`config.mk`:
```
export PLATFORM = sky130hd
export DESIGN_NAME = rstack_ctrl
export DESIGN_NICKNAME = d
export VERILOG_FILES = /design/src/rtl/cpu_pkg.sv /design/src/rtl/rstack.sv /design/src/rtl/rstack_ctrl.sv
export SDC_FILE = /design/constraint.sdc
export NUM_CORES = 1
export LEC_CHECK = 0
export ABC_AREA = 0
export CAP_MARGIN = 20
export CORE_ASPECT_RATIO = 0.7
export CORE_MARGIN = 8
export CORE_UTILIZATION = 45
export DETAILED_ROUTE_END_ITERATION = 10
export PLACE_DENSITY_LB_ADDON = 0.05
export SLEW_MARGIN = 40
export SYNTH_ARGS = -nofsm -noshare
export SYNTH_HDL_FRONTEND = slang
export SYNTH_SLANG_ARGS = --single-unit
```
`constraint.sdc`:
```
create_clock -name clk -period 4.25 [get_ports clk]
set_input_delay 0.425 -clock clk [delete_from_list [all_inputs] [get_ports clk]]
set_output_delay 0.425 -clock clk [all_outputs]
set_load 0.03 [all_outputs]
```
`src/rtl/cpu_pkg.sv`:
```
// Shared brus16 CPU definitions: return-stack defaults and controller FSM states.
package cpu_pkg;

  localparam int RS_WIDTH      = 4;
  localparam int RS_SIZE       = 16;
  localparam int RS_DATA_WIDTH = 13;

  typedef enum logic {
    RS_RUN   = 1'b0,
    RS_FAULT = 1'b1
  } rs_state_t;

endpackage

```
`src/rtl/rstack.sv`:
```
// Return-stack storage: async-read / sync-write distributed RAM, not reset.
module rstack #(
  parameter int WIDTH      = cpu_pkg::RS_WIDTH,
  parameter int DATA_WIDTH = cpu_pkg::RS_DATA_WIDTH
) (
  input  logic                  clk,
  input  logic                  we,
  input  logic [WIDTH-1:0]      waddr,
  input  logic [WIDTH-1:0]      raddr,
  input  logic [DATA_WIDTH-1:0] wdata,
  output logic [DATA_WIDTH-1:0] rdata
);

  logic [DATA_WIDTH-1:0] mem [0:(1<<WIDTH)-1];

  always_ff @(posedge clk) begin
    if (we) mem[waddr] <= wdata;
  end

  assign rdata = mem[raddr];

endmodule

```
`src/rtl/rstack_ctrl.sv`:
```
// Return-stack controller: owns the stack pointer, sequences rstack accesses,
// and freezes in FAULT on overflow/underflow until clear_fault.
module rstack_ctrl
  import cpu_pkg::*;
#(
  parameter int WIDTH      = RS_WIDTH,
  parameter int SIZE       = RS_SIZE,
  parameter int DATA_WIDTH = RS_DATA_WIDTH
) (
  input  logic                  clk,
  input  logic                  reset,
  input  logic                  push,
  input  logic                  pop,
  input  logic [DATA_WIDTH-1:0] din,
  input  logic                  clear_fault,
  output logic [DATA_WIDTH-1:0] top,
  output logic [WIDTH:0]        depth,
  output logic                  empty,
  output logic                  full,
  output logic                  overflow,
  output logic                  underflow,
  output logic                  fault
);

  rs_state_t             state, nxt_state;
  logic [WIDTH:0]        rsp, nxt_rsp;
  logic                  nxt_ovf, nxt_udf;
  logic                  wr_req, we;
  logic [WIDTH-1:0]      waddr, raddr;
  logic [DATA_WIDTH-1:0] rdata;

  assign empty = (rsp == '0);
  assign full  = (rsp == (WIDTH+1)'(SIZE));
  assign raddr = rsp[WIDTH-1:0] - WIDTH'(1);

  always_comb begin
    nxt_state = state;
    nxt_rsp   = rsp;
    nxt_ovf   = overflow;
    nxt_udf   = underflow;
    wr_req    = 1'b0;
    waddr     = rsp[WIDTH-1:0];
    unique case (state)
      RS_RUN: begin
        if (clear_fault) begin
          nxt_rsp = '0;
        end else if (push && pop && !empty) begin
          wr_req = 1'b1;
          waddr  = raddr;
        end else if (push) begin
          // push+pop on an empty stack lands here as a plain push
          if (full) begin
            nxt_ovf   = 1'b1;
            nxt_state = RS_FAULT;
          end else begin
            wr_req  = 1'b1;
            nxt_rsp = rsp + 1'b1;
          end
        end else if (pop) begin
          if (empty) begin
            nxt_udf   = 1'b1;
            nxt_state = RS_FAULT;
          end else begin
            nxt_rsp = rsp - 1'b1;
          end
        end
      end
      RS_FAULT: begin
        if (clear_fault) begin
          nxt_rsp   = '0;
          nxt_ovf   = 1'b0;
          nxt_udf   = 1'b0;
          nxt_state = RS_RUN;
        end
      end
      default: nxt_state = RS_RUN;
    endcase
  end

  assign we = wr_req && !reset;

  always_ff @(posedge clk) begin
    if (reset) begin
      state     <= RS_RUN;
      rsp       <= '0;
      overflow  <= 1'b0;
      underflow <= 1'b0;
    end else begin
      state     <= nxt_state;
      rsp       <= nxt_rsp;
      overflow  <= nxt_ovf;
      underflow <= nxt_udf;
    end
  end

  rstack #(
    .WIDTH      (WIDTH),
    .DATA_WIDTH (DATA_WIDTH)
  ) u_rstack (
    .clk   (clk),
    .we    (we),
    .waddr (waddr),
    .raddr (raddr),
    .wdata (din),
    .rdata (rdata)
  );

  assign top   = empty ? '0 : rdata;
  assign depth = rsp;
  assign fault = (state == RS_FAULT);

endmodule

```
# Yosys cells after proc, flatten, opt, wreduce, memory -nomap -nowiden
# Memories as Yosys holds them, arrays and structs flattened.
# Cells that the tools add are included.
# W data, S select, Z words.
# word_totals
reg_bits	8
mem_bits_rw	208
input_bits	18
output_inout_bits	23
word_cells	70
mem_count	1
# op_classes
addsub	3
n_eq_ne	13
muxes	39
bitwise_logic	1
n_reduce_logical	9
# memory_table
name	words	word_bits	rd	rd_clocked_by_memory_dff	write_ports	line_no	source
u_rstack.mem	16	13	1	0	1	rstack.sv:14	logic [DATA_WIDTH-1:0] mem [0:(1<<WIDTH)-1];
# op_table
operator	count
$mux W5	7
$mux W1	24
$ne A2 B2 Y1 const B	8
$mux W13	1
$mux W4	3
$ne A4 B4 Y1 const B	3
$pmux W5 S2	1
$reduce_and A5 Y1	2
$pmux W1 S2	3
$reduce_and A6 Y1	1
$add A5 B1 Y5 const B	1
$eq A5 B5 Y1 const B	1
$logic_not A5 Y1	1
$sub A5 B1 Y5 const B	1
$sub A4 B1 Y4 const B	1
$logic_and A1 B1 Y1	3
$ne A3 B3 Y1 const B	1
$logic_not A1 Y1	2
$not A1 Y1	1

# Longest topological paths before layout
# Gate-level depths: netlist of run 1.
# logic_depth
word_depth	9
ltp_mapped	10
depth_no_buf	7

# Cells and area by module
# Synthesis of run 1 repeated with hierarchy kept, for this count alone.
# hier_totals
hier_cells	444
hier_area_um2	8847.2
# modules_own_cells
module	n_inst	cells_each	area_per_inst_um2	seq_area_each_um2
rstack	1	342	7982.7	6246.0
rstack_ctrl	1	102	864.6	160.2

# Least setup slack after synthesis of run 1
# No wires, ideal clock.
# synth_timing
path_type	reg-to-reg
startpoint	reg rsp[0], in the netlist depth[0]
endpoint	mem u_rstack.mem[3][0] in the netlist's numbering, enable pin
setup_time_ns	0.400
t_arrival_ns	3.180
t_required_ns	3.850
path_slack_ns	0.670
path_stages_with_launch	10
path_buffers	4
period_less_slack_ns	3.580
path_cell_list	dfxtp_1 -> buf_2 -> buf_2 -> inv_1 -> ha_1 -> buf_2 -> clkbuf_1 -> nor4_1 -> a31oi_1 -> nor3_1
# synth_via
elab_chain_len	9
word_cells_on_any_way	16
cone_classes	add/sub: 1; eq/ne: 1; mux: 10; reduce/logical: 4
# synth_lines
item	line_no	source
start, declared	rstack_ctrl.sv:26	logic [WIDTH:0] rsp, nxt_rsp;
start signal, assigned	rstack_ctrl.sv:90	rsp <= nxt_rsp;
$eq A5 B5 Y1 / $logic_not A5 Y1 (equally long branches)	rstack_ctrl.sv:33, rstack_ctrl.sv:32	
$mux W1 / $logic_not A1 Y1 (equally long branches)	rstack_ctrl.sv:52, rstack_ctrl.sv:47	
$mux W1 / $logic_and A1 B1 Y1 (equally long branches)	rstack_ctrl.sv:50, rstack_ctrl.sv:47	
$mux W1	rstack_ctrl.sv:47	end else if (push && pop && !empty) begin
$mux W1	rstack_ctrl.sv:45	if (clear_fault) begin
$mux W1	rstack_ctrl.sv:43	unique case (state)
$logic_and A1 B1 Y1	rstack_ctrl.sv:80	assign we = wr_req && !reset;
$mux W1	rstack.sv:17	if (we) mem[waddr] <= wdata;
$mux W1 (implied by the code)	rstack.sv:17	
end, declared	rstack.sv:14	
# Several ways; a longest one is shown, not always the timed one.

# Final worst setup path of run 1
# layout_timing
startpoint	reg rsp[1], in the netlist depth[1]
endpoint	out top[8]
# layout_via
elab_chain_len	3
word_cells_on_any_way	4
cone_classes	add/sub: 1; mux: 1; reduce/logical: 1; memory: 1
# layout_lines
item	line_no	source
$sub A4 B1 Y4	rstack_ctrl.sv:34	assign raddr = rsp[WIDTH-1:0] - WIDTH'(1);
$mem_v2 Z16 W13	--	
$mux W13 *	rstack_ctrl.sv:108	assign top = empty ? '0 : rdata;
end, declared	rstack_ctrl.sv:16	output logic [DATA_WIDTH-1:0] top,
# Mark *: on every way between the ends. The rest lies on a longest branch, timed or not.

==> impl_results.md, run 1 <==
* Die ar. at 0.0248 mm^2
* Fin crit share at 96.4%
* Share of layout cells above drive strength 1 at 27.3%
* Mapped Area at 0.00896 mm^2
* RSZ-0062 raised after global routing: no
* H-tree depth at 1
* Fin. Hold Viols at 0
* Setup TNS at 0 ns
* Via count at 4555
* Core Region at 0.0197 mm^2
* Clock Path Buffers at 3
* Post-synth EDFFs at 208
* Logic pwr share at 21.0%
* Outcome: finished, final reports clean
* Sequence of cells on the critical path: inv_1, ha_2, buf_4, mux4_2, mux2i_1, o22ai_1, clkdlybuf4s50_1
* Post-synthesis sequential area ratio at 71.5%
* Largest net degree at the start of global routing at 35
* Clock slew at reported path FFs at 0.06 ns
* Fraction of registers with async set/reset at 0%
* Lkg Pwr at 3.37 nW
* Achievable Freq at 244 MHz
* N_diodes at 0
* ANT nets after route at 0
* Die X-Extent at 185 um
* Finished Layout Cells at 802
* Final Util at 53.6%
* CTS tree: done
* Post-route minimum period at 4.10 ns
* Critical path required time at 3.83 ns
* Crit-path slowest cell: clkdlybuf4s50_1
* NetSw at 1.47 mW
* Routed WL at 20600 um
* CTS sink count at 216
* Worst EP arrival at 3.67 ns
* Setup violations, final at 0
* Clk pwr share at 35.2%
* Flop pwr share at 43.8%
* First-pass GRT wire length at 30600 um
* Detailed Place HPWL at 12400 um
* WL/cell at 25.7 um
* Antenna violations before repair at 0
* Worst setup EP type: output pin
* CP max stage delay at 0.76 ns
* Placed cells at 762
* GPL Wtd Cong at 0.780
* Global route overflow at 0
* Iter 0 DRT Violations at 432
* PortBufs at 40
* Post-cts hold buffer count at 0
* PD cells at 514 mW/mm^2
* Clock Latency Late Sink at 0.51 ns
* I/O pins at 41
* Post-synthesis net count at 469
* Max Cap Viol at 0
* Row cnt at 43
* Critical Path Start Type: flip-flop
* Pre-Repair DR Iteration Count at 4
* Vias in the first global route at 4609
* GRT Total Usage at 17.0%
* Hold WC Path Type: reg2reg
* Net Sw Frac at 27.0%
* WP buf/inv at 3
* Root buf cell: clkbuf_16
* Critical path peak fanout at 18
* Inserted Clock Buffers at 23
* Slew Limit Fails at 0
* Relative slew margins at 48.7%
* Distinct cells, synth at 57
* DRC errors left at 0
* Crit path kind: reg2out
* Initial Util at 45.5%
* Worst VDD drop at 341 uV
* Final Skew at 0.0209 ns
* Post-CTS Setup Bufs at 0
* Fill count at 1565
* Internal cell power at 3.97 mW
* Synth Warn # at 0
* Top cell family by delay on the critical path: buffers and inverters
* Main synth FF type: edfxtp_1
* Die height at 134 um
* Vias per inst at 5.68
* Worst Tran Pin Value at 0.767 ns
* Synth Area per Inst at 20.2 um^2
* Area growth syn-to-layout at 17.9%
* Mapped Cells at 443
* Final #Nets at 543
* Yosys reg bits at 216
## synthesized netlist by cell type, types with 3 or more instances
master	instances	area, um^2
edfxtp_1	208	6250
mux4_2	52	1170
mux2i_1	31	310
nor2_1	15	56.3
o22ai_1	13	81.3
buf_2	10	50.1
dfxtp_1	8	160
inv_1	8	30.0
nand2_1	8	30.0
ha_1	7	87.6
nor3_1	7	35.0
buf_6	5	56.3
clkbuf_1	4	15.0
a21oi_1	3	15.0
a31oi_1	3	18.8
o21a_1	3	22.5
o21ai_0	3	15.0
xor2_1	3	26.3
## routing by layer
metal / GRT usage [%] / wire length [um]
met2: 25.3 / 9320
met3: 3.81 / 1240
met5: 0 / 0
met4: 3.41 / 260
met1: 25.3 / 9790
## path summary, 6_finish.rpt
kind / slack, ns / to / start / cells after the start
min reg2reg: 0.47 / underflow / underflow / 1
max: 0.15 / top[8] / depth[1] / 7
max reg2reg: 1.19 / u_rstack.mem[3][3] / depth[1] / 7
min: 0.47 / underflow / underflow / 1
## cell type report
cell class                 count  area (um^2)  share of cell area (%)
clock buffer                  27          591                    5.59
clock inverter                13          123                    1.16
inverter                       9         46.3                   0.438
multi-input combinational    196         2400                    22.7
sequential                   216         6410                    60.7
tap                          270          338                    3.20
timing repair buffer          71          657                    6.22
## state kept, by name, summed over array words and instances, names as in the netlist
signal and count:
underflow 1, depth 5, fault 1, u_rstack.mem 208, overflow 1
## cells in the final DEF, fill, tap and decap left out, types with 3 or more instances in the layout
cell / instances
nor3_1: 3
clkinv_2: 6
dfxtp_1: 7
o21ai_0: 3
inv_1: 8
nor2_1: 15
xor2_1: 3
edfxtp_1: 208
a31oi_1: 3
a21oi_1: 3
o21a_1: 3
clkbuf_16: 23
nand2_1: 8
clkdlybuf4s50_1: 40
buf_4: 28
mux4_2: 52
mux2i_1: 31
clkbuf_1: 4
ha_1: 6
o22ai_1: 13
nor3_2: 5
## cells by family after synthesis
kind of cell | synth area share, %
flip-flops | 71.5
AND/OR/NAND/NOR | 4.19
XOR/XNOR | 0.475
adder cells (fa/ha/maj) | 1.20
multiplexers | 16.7
AO/OA/AOI/OAI | 3.88
buffers and inverters | 2.08
## stage by stage
stage | hold WS (ns) | instance area, um^2 | worst slack (ns) | total power [mW]
final | 0.468 | 10600 | 0.152 | 5.43
after global routing | 0.481 | 10600 | 0.0347 | 5.63
after detailed placement | 0.458 | 9850 | 0.637 | 3.58
after global placement | 0.453 | 9830 | 0.618 | 3.56
after floorplan | 0.502 | 8960 | 0.670 | 3.18
after CTS | 0.472 | 10600 | 0.0820 | 5.49
## power groups by stage
stage	Combinational, mW	Clock (mW)	Sequential [mW]
after floorplan	0.752	0	2.43
after global placement	1.14	0	2.42
after detailed placement	1.15	0	2.43
after CTS	1.16	1.95	2.38
after global routing	1.22	2.03	2.38
final	1.14	1.91	2.38
## timing repair
item / 4_1_cts / 5_1_grt
endpoints found under the setup margin: 0 / 4
gates resized for setup: 0 / 1
hold endpoints to repair: 0 / 0
Note: power is estimated with default switching activity, not from simulation.
==> run 2: changes to the inputs <==
--- a/config.mk
+++ b/config.mk
@@ -11,6 +11,7 @@
 export CORE_MARGIN = 8
 export CORE_UTILIZATION = 45
 export DETAILED_ROUTE_END_ITERATION = 10
+export GPL_TIMING_DRIVEN = 0
 export PLACE_DENSITY_LB_ADDON = 0.05
 export SLEW_MARGIN = 40
 export SYNTH_ARGS = -nofsm -noshare
==> impl_results.md, run 2 (synthesis gave the netlist of run 1 again) <==
* Critical Path Start Type: flip-flop
* Post-route minimum period at 4.04 ns (-0.0623 ns)
* CTS tree: done
* Worst EP arrival at 3.61 ns (-0.06 ns)
* Worst setup EP type: output pin
* WL/cell at 24.1 um (-6.3%)
* Global route overflow at 0 (unchanged)
* First-pass GRT wire length at 28800 um (-5.8%)
* Antenna violations before repair at 0 (unchanged)
* Share of layout cells above drive strength 1 at 28.7% (+1.4 points)
* CTS sink count at 216 (unchanged)
* Area growth syn-to-layout at 17.9% (about the same)
* Initial Util at 45.5% (unchanged)
* Via count at 4441 (-2.5%)
* Outcome: finished, final reports clean
* Max reg flops at 208 (unchanged)
* Max Cap Viol at 0 (unchanged)
* Critical path required time at 3.83 ns (about the same)
* Final Skew at 0.00678 ns (-0.0141 ns)
* Hold WC Path Type: reg2reg
* Die ar. at 0.0248 mm^2 (unchanged)
* Final #Nets at 541 (-0.37%)
* Die height at 134 um (unchanged)
* Pre-Repair DR Iteration Count at 4 (unchanged)
* Vias in the first global route at 4624 (+0.33%)
* H-tree depth at 1 (unchanged)
* Fin area at 0.0106 mm^2 (about the same)
* Post-CTS Setup Bufs at 0 (unchanged)
* DRC errors left at 0 (unchanged)
* GPL Wtd Cong at 0.818 (+4.9%)
* Slew Limit Fails at 0 (unchanged)
* Worst VDD drop at 286 uV (-16%)
* Row cnt at 43 (unchanged)
* Lkg Pwr at 3.47 nW (+2.8%)
* Crit-path slowest cell: clkdlybuf4s50_1
* GRT Total Usage at 15.7% (-1.3 points)
* Net Sw Frac at 27.9% (+0.94 points)
* Logic pwr share at 22.3% (+1.3 points)
* Clock Latency Late Sink at 0.50 ns (about the same)
* Vias per inst at 5.55 (-2.3%)
* Internal cell power at 3.80 mW (-4.2%)
* Commonest non-fill, non-tap cell in the layout: edfxtp_1
* Root buf cell: clkbuf_16
* Fin crit share at 94.9% (-1.5 points)
* Power, Total at 5.27 mW (-3.0%)
* Clk pwr share at 32.7% (-2.5 points)
* ANT nets after route at 0 (unchanged)
* Critical path peak fanout at 10 (-8)
* Top cell family by delay on the critical path: buffers and inverters
* PortBufs at 40 (unchanged)
* Inserted Clock Buffers at 22 (-4.3%)
* Clock Path Buffers at 3 (unchanged)
* I/O pins at 41 (unchanged)
* Fin. Hold Viols at 0 (unchanged)
* Flop pwr share at 45.0% (+1.2 points)
* RSZ-0062 raised after global routing: no
* Biggest register: u_rstack.mem
* Placed instance area at 0.00986 mm^2 (+0.13%)
* Post-Place Setup Slack at -0.0485 ns (-0.685 ns)
* Detailed Place HPWL at 12900 um (+3.9%)
* Post-cts hold buffer count at 0 (unchanged)
* Worst Tran Pin Value at 0.604 ns (-0.163 ns)
* Post-route setup slack at 0.215 ns (+0.0623 ns)
* Sequence of cells on the critical path: buf_2, buf_4, inv_1, ha_1, buf_2, buf_4, mux4_2, mux2i_1, o22ai_1, clkdlybuf4s50_1
* Iter 0 DRT Violations at 384 (-11%)
* Setup violations, final at 0 (unchanged)
* Routed WL at 19300 um (-6.5%)
* Achievable Freq at 248 MHz (+1.5%)
* CP max stage delay at 0.60 ns (-0.16 ns)
* Clock slew at reported path FFs at 0.06 ns (about the same)
* Crit path kind: reg2out
* Largest net degree at the start of global routing at 17 (-51%)
* PD cells at 499 mW/mm^2 (-3.0%)
* Core Region at 0.0197 mm^2 (unchanged)
* WP buf/inv at 6 (+3)
* Post_cts resized at 14 (+14)
* Relative slew margins at 59.6% (+11 points)
* Commonest non-fill, non-tap cells in the layout: edfxtp_1 (208), mux4_2 (52), mux2i_1 (30)
* N_diodes at 0 (unchanged)
* Die X-Extent at 185 um (unchanged)
* NetSw at 1.47 mW (+0.43%)
[run 2: layer usage]
layer  global-route usage, %  routed length (um)  vias to the layer above  share of wire [%]
met5                       0                   0                        -                  0
met3                    2.62                1330                       24                6.9
met1                    23.5                8810                     2300                 46
met4                    3.10                 318                        0                1.7
li1                        -                   -                     2007                  -
met2                    24.0                8810                      110                 46
[run 2: stage by stage]
step / instances / util [%] / TNS [ns] / hold WS (ns)
final: 800 / 53.7 / 0 / 0.472
after global routing: 800 / 53.7 / 0 / 0.483
after CTS: 800 / 53.4 / 0 / 0.480
after detailed placement: 761 / 50.1 / -0.0485 / 0.466
after global placement: 753 / 49.2 / -25.63 / 0.453
after floorplan: 443 / - / 0 / 0.502
[run 2: power by group through the flow]
stage	Sequential (mW)	Combinational, mW	Clock [mW]
floorplan	2.43	0.752	0
global placement	2.42	1.17	0
detailed placement	2.42	1.19	0
CTS	2.37	1.20	1.77
global route	2.37	1.26	1.84
finish	2.37	1.18	1.72
[run 2: final timing paths]
path / from / end / slack, ns / cells after the start
max: depth[0] / top[12] / 0.21 / 10
max reg2reg: depth[0] / u_rstack.mem[2][9] / 0.58 / 11
min: overflow / overflow / 0.47 / 1
min reg2reg: overflow / overflow / 0.47 / 1
[run 2: area by class of cell]
class / instances / area, um^2
flip-flops and latches: 216 / 6410
fillers: 1565 / 9130
inverters: 9 / 46.3
clock buffers: 25 / 562
plain buffers: 22 / 159
multi-input cells: 196 / 2500
clock inverters: 14 / 78.8
well taps: 270 / 338
repair buffers: 48 / 472
